[config.mk]
export PLATFORM = sky130hd
export DESIGN_NAME = tea_block_packer
export DESIGN_NICKNAME = d
export VERILOG_FILES = /design/src/rtl/tea_block_packer.sv
export SDC_FILE = /design/constraint.sdc
export NUM_CORES = 1
export LEC_CHECK = 0
export ABC_AREA = 1
export CAP_MARGIN = 20
export CORE_ASPECT_RATIO = 2
export CORE_MARGIN = 4
export CORE_UTILIZATION = 35
export CTS_BUF_LIST = sky130_fd_sc_hd__clkbuf_8
export DETAILED_ROUTE_END_ITERATION = 12
export GPL_TIMING_DRIVEN = 0
export PLACE_DENSITY_LB_ADDON = 0.05
export SETUP_SLACK_MARGIN = 0.3
export SLEW_MARGIN = 5
export SYNTH_ARGS = -nofsm -noshare
export SYNTH_HDL_FRONTEND = slang
export SYNTH_SLANG_ARGS = --single-unit
export TNS_END_PERCENT = 100
[constraint.sdc]
create_clock -name i_clk -period 2.55 [get_ports i_clk]
set_input_delay 0.51 -clock i_clk [delete_from_list [all_inputs] [get_ports i_clk]]
set_output_delay 0.51 -clock i_clk [all_outputs]
set_load 0.005 [all_outputs]
[src/rtl/tea_block_packer.sv]
// rtl/tea_block_packer.sv - packs an 8-bit byte stream into 64-bit TEA blocks with PKCS#7 or zero fill
module tea_block_packer #(
  parameter bit PAD_EN  = 1'b1,
  parameter bit BYTE_BE = 1'b1
) (
  input  logic        i_clk,
  input  logic        i_rst,
  input  logic        i_axis_valid_s,
  output logic        o_axis_ready_s,
  input  logic [7:0]  i_axis_data_s,
  input  logic        i_axis_last_s,
  output logic        o_axis_valid_m,
  input  logic        i_axis_ready_m,
  output logic [63:0] o_axis_data_m,
  output logic        o_axis_last_m
);

  typedef enum logic {FILL, EMIT} state_t;

  state_t      state_q, state_d;
  logic [2:0]  byte_cnt_q, byte_cnt_d;
  logic        pad_pend_q, pad_pend_d;
  logic [63:0] buf_q, buf_d;
  logic [63:0] data_q, data_d;
  logic        valid_q, valid_d;
  logic        last_q, last_d;
  logic [63:0] merged;
  logic [63:0] padded;
  logic [7:0]  pad_val;

  function automatic logic [5:0] lane_base(input logic [2:0] idx);
    return {(BYTE_BE ? (3'd7 - idx) : idx), 3'b000};
  endfunction

  assign o_axis_ready_s = (state_q == FILL) && !i_rst;
  assign o_axis_valid_m = valid_q;
  assign o_axis_data_m  = data_q;
  assign o_axis_last_m  = last_q;

  always_comb begin
    state_d    = state_q;
    byte_cnt_d = byte_cnt_q;
    pad_pend_d = pad_pend_q;
    buf_d      = buf_q;
    data_d     = data_q;
    valid_d    = valid_q;
    last_d     = last_q;
    pad_val    = PAD_EN ? {5'd0, 3'd7 - byte_cnt_q} : 8'h00;

    merged = buf_q;
    merged[lane_base(byte_cnt_q) +: 8] = i_axis_data_s;
    // Lanes above the current byte are still zero, so only PKCS#7 needs explicit filling.
    padded = merged;
    for (int i = 0; i < 8; i++) begin
      if (3'(i) > byte_cnt_q) padded[lane_base(3'(i)) +: 8] = pad_val;
    end

    case (state_q)
      FILL: begin
        if (i_axis_valid_s) begin
          if (byte_cnt_q == 3'd7 || i_axis_last_s) begin
            state_d    = EMIT;
            valid_d    = 1'b1;
            byte_cnt_d = 3'd0;
            buf_d      = 64'd0;
            data_d     = i_axis_last_s ? padded : merged;
            // An aligned final block under PKCS#7 is followed by a whole block of 0x08.
            pad_pend_d = PAD_EN && i_axis_last_s && (byte_cnt_q == 3'd7);
            last_d     = i_axis_last_s && !(PAD_EN && (byte_cnt_q == 3'd7));
          end else begin
            buf_d      = merged;
            byte_cnt_d = byte_cnt_q + 3'd1;
          end
        end
      end
      EMIT: begin
        if (i_axis_ready_m) begin
          if (pad_pend_q) begin
            data_d     = 64'h0808_0808_0808_0808;
            last_d     = 1'b1;
            pad_pend_d = 1'b0;
          end else begin
            valid_d = 1'b0;
            last_d  = 1'b0;
            state_d = FILL;
          end
        end
      end
      default: state_d = FILL;
    endcase
  end

  always_ff @(posedge i_clk) begin
    if (i_rst) begin
      state_q    <= FILL;
      byte_cnt_q <= 3'd0;
      pad_pend_q <= 1'b0;
      buf_q      <= 64'd0;
      data_q     <= 64'd0;
      valid_q    <= 1'b0;
      last_q     <= 1'b0;
    end else begin
      state_q    <= state_d;
      byte_cnt_q <= byte_cnt_d;
      pad_pend_q <= pad_pend_d;
      buf_q      <= buf_d;
      data_q     <= data_d;
      valid_q    <= valid_d;
      last_q     <= last_d;
    end
  end

endmodule
==> impl_metrics.toml <==
[outcome]
status = "finished clean"

[detailed_routing]
post-route-drc-count = 0
first_pass_iters = 5
drt-initial-drc-count = 297
postRouteAntennaNets = 0
wl_um = 23500
wl_per_cell_um = 18.9
num_vias = 6362
vias_per_cell = 5.12

[global_route]
gr-max-usage-layer = "met2"
grtUsageTotal_pct = 23.9
gr-usage-met1_pct = 25.2
antenna_found_initial = 0
use_met2_pct = 42.9
grt_pass1_vias = 6353
grt_pass1_wl_um = 35400
overflow = 0
grt_use_met3_pct = 4.38
grt_max_degree = 17

[sta]
timing.final.ws_setup_ns = 0.385
maxSlewViolCount = 0
hold_ws_ns = 0.463
max_clock_freq_mhz = 462
skew_ns = 0.0121
finalSetupViolCount = 0
rsz0062_at_grt = "false"
period_share_pct = 84.9
slew_headroom_pct = 47.8
tns_ns = 0
worst_pin_slew_ns = 0.783
finalCriticalPeriod_ns = 2.16
hold_viol = 0

[floorplan]
coreArea_um2 = 17700
die_x_um = 103
ios = 80
die_h_um = 197
die-area_um2 = 20300
start_util_pct = 35.5
rows = 69

[worst_setup_path]
cp_data_arrival_time_ns = 1.65
critPathRequiredTime_ns = 2.04
critPathMaxFanout = 10
reg2reg_slack_ns = 0.41
crit_type = "in2out"
critPathCaptureType = "output pin"
start_kind = "input port"

[cells_and_area]
num-nets-final = 1035
diodes = 0
area_growth_pct = 27.1
drive_gt1_share_pct = 10.8

[synthesis]
synth_edf_count = 0
yosysUniqueCellTypes = 32
avgSynthCellArea_um2 = 6.88
synthArstFlopShare_pct = 0
synth_cells = 912
synth_seq_cells = 135
ys_warn_count = 0
ys.flop_type = "dfxtp_1"
synth.area.top_cells = "dfxtp_1, nand2_1, a21oi_1, nand3_1, nor2_1"
syn_area_um2 = 6280
synth_nets = 931
ys_seq_area_share_pct = 43.1
yosysTopAreaCellShare_pct = 43.1
synth_top_area_cell = "dfxtp_1"

[pwr]
power.density_nw_per_um2 = 609
irDropWorstVdd_mv = 0.325
leakage_nw = 3.03
power_mw = 4.86

[clock_network]
ctsHtreeMaxLevel = 4
clk_latency_ns = 0.47
cts_tree = "done"
cts_buffers = 17
clock-sinks = 135
cts.path.max_buffers = 2
cts_root_buf = "clkbuf_8"
clkSlewWorstSetupHoldPaths_ns = 0.08

[hold_path]
hp-class = "reg2reg"

[flow_run]
max-cap-violations = 0

[placement]
dpl.hpwl_um = 17600
gp_congestion = 0.984
portBuffers = 78
post-place-ws_ns = -0.276
-- per-layer routing --
| layer | up-vias | routed length (µm) |
|---|---|---|
| li1 | 3189 | - |
| met1 | 2908 | 8530 |
| met2 | 190 | 12600 |
| met3 | 75 | 975 |
| met4 | 0 | 1380 |
| met5 | - | 0 |
-- worst paths after layout --
check | depth (start not counted) | end | start
worst max-delay path | 5 | o_axis_ready_s | i_rst
worst min-delay path | 2 | o_axis_data_m[39] | o_axis_data_m[39]
worst max register to register | 11 | o_axis_data_m[8] | byte_cnt_q[0]
worst min register to register | 2 | o_axis_data_m[39] | o_axis_data_m[39]
-- cell type report --
cell class	instances	area, µm²
repair buffers	85	840
clock buffers	19	262
plain buffers	47	289
flip-flops and latches	135	2710
well taps	213	267
multi-input cells	675	3180
fillers	1881	9720
clock inverters	13	201
inverters	55	225
-- metrics by stage --
step                      instance area (µm²)  instances  util [%]
after global placement                   7320       1203      41.4
after global routing                     7980       1242      45.1
after CTS                                7850       1236      44.3
final                                    7980       1242      45.1
after detailed placement                 7320       1203      41.4
after floorplan                          6280        912         -
-- timing repair --
action                                  4_1_cts  5_1_grt
endpoints found under the setup margin      133      115
pin swaps                                     2        2
hold buffers                                  0        0
setup buffers                                 1        6
resized for setup                            26       30
-- kinds of logic after synthesis --
| logic type | share of synthesized area, % |
|---|---|
| simple gates | 30.8 |
| compound gates | 17.9 |
| flops | 43.1 |
| buf+inv | 7.08 |
| fa+ha+maj | 1.20 |
-- synthesized netlist by cell type (2+ instances only) --
library cell,n
o21ai_0,30
a21oi_1,130
buf_4,5
nor2_2,4
nor2_4,2
buf_2,14
buf_1,2
nand3_2,6
nand4_1,2
inv_1,44
a31oi_1,2
nand2_1,312
or2_1,14
nor2_1,58
nand2_2,4
o21ai_1,12
ha_1,6
inv_2,10
nand3_1,50
o21a_1,12
nor3_1,6
o211ai_1,19
dfxtp_1,135
clkbuf_1,23
buf_6,3
-- critical path: stages --
cell and delay [ns]:
buf_2 0.17, buf_8 0.17, buf_4 0.19, nor2_1 0.10, clkdlybuf4s50_1 0.50
-- cells in the final DEF, fill, tap and decap left out, types with 2 or more instances in the layout --
| cell | instances |
|---|---|
| nor2_1 | 52 |
| buf_2 | 11 |
| nand2_4 | 2 |
| ha_1 | 3 |
| buf_4 | 13 |
| nand2_2 | 4 |
| a21oi_1 | 130 |
| bufinv_16 | 5 |
| o21ai_1 | 15 |
| clkdlybuf4s50_1 | 77 |
| nand2_1 | 311 |
| buf_6 | 5 |
| inv_1 | 42 |
| nor3_1 | 6 |
| a31oi_1 | 2 |
| clkbuf_8 | 19 |
| dfxtp_1 | 132 |
| dfxtp_2 | 2 |
| clkinv_2 | 4 |
| nand3_1 | 50 |
| buf_8 | 3 |
| o21ai_0 | 27 |
| nor2_2 | 9 |
| o211ai_1 | 19 |
| nand3_2 | 6 |
| clkinvlp_4 | 4 |
| nand4_1 | 2 |
| ha_4 | 2 |
| clkbuf_1 | 18 |
| inv_4 | 6 |
| clkbuf_4 | 2 |
| or2_1 | 14 |
| inv_2 | 6 |
| o21a_1 | 12 |
| nor2_4 | 3 |
-- sequential cells by signal, indices dropped and copies added (netlist names) --
signal and count:
o_axis_data_m 64, state_q 1, o_axis_valid_m 1, buf_q 64
pad_pend_q 1, byte_cnt_q 3, o_axis_last_m 1
-- where the power goes --
part	switching [mW]	internal, mW
registers	0.0261	2.15
logic	0.390	0.184
clock network	0.905	1.21
total	1.32	3.54
(Power assumes the default switching activity.)
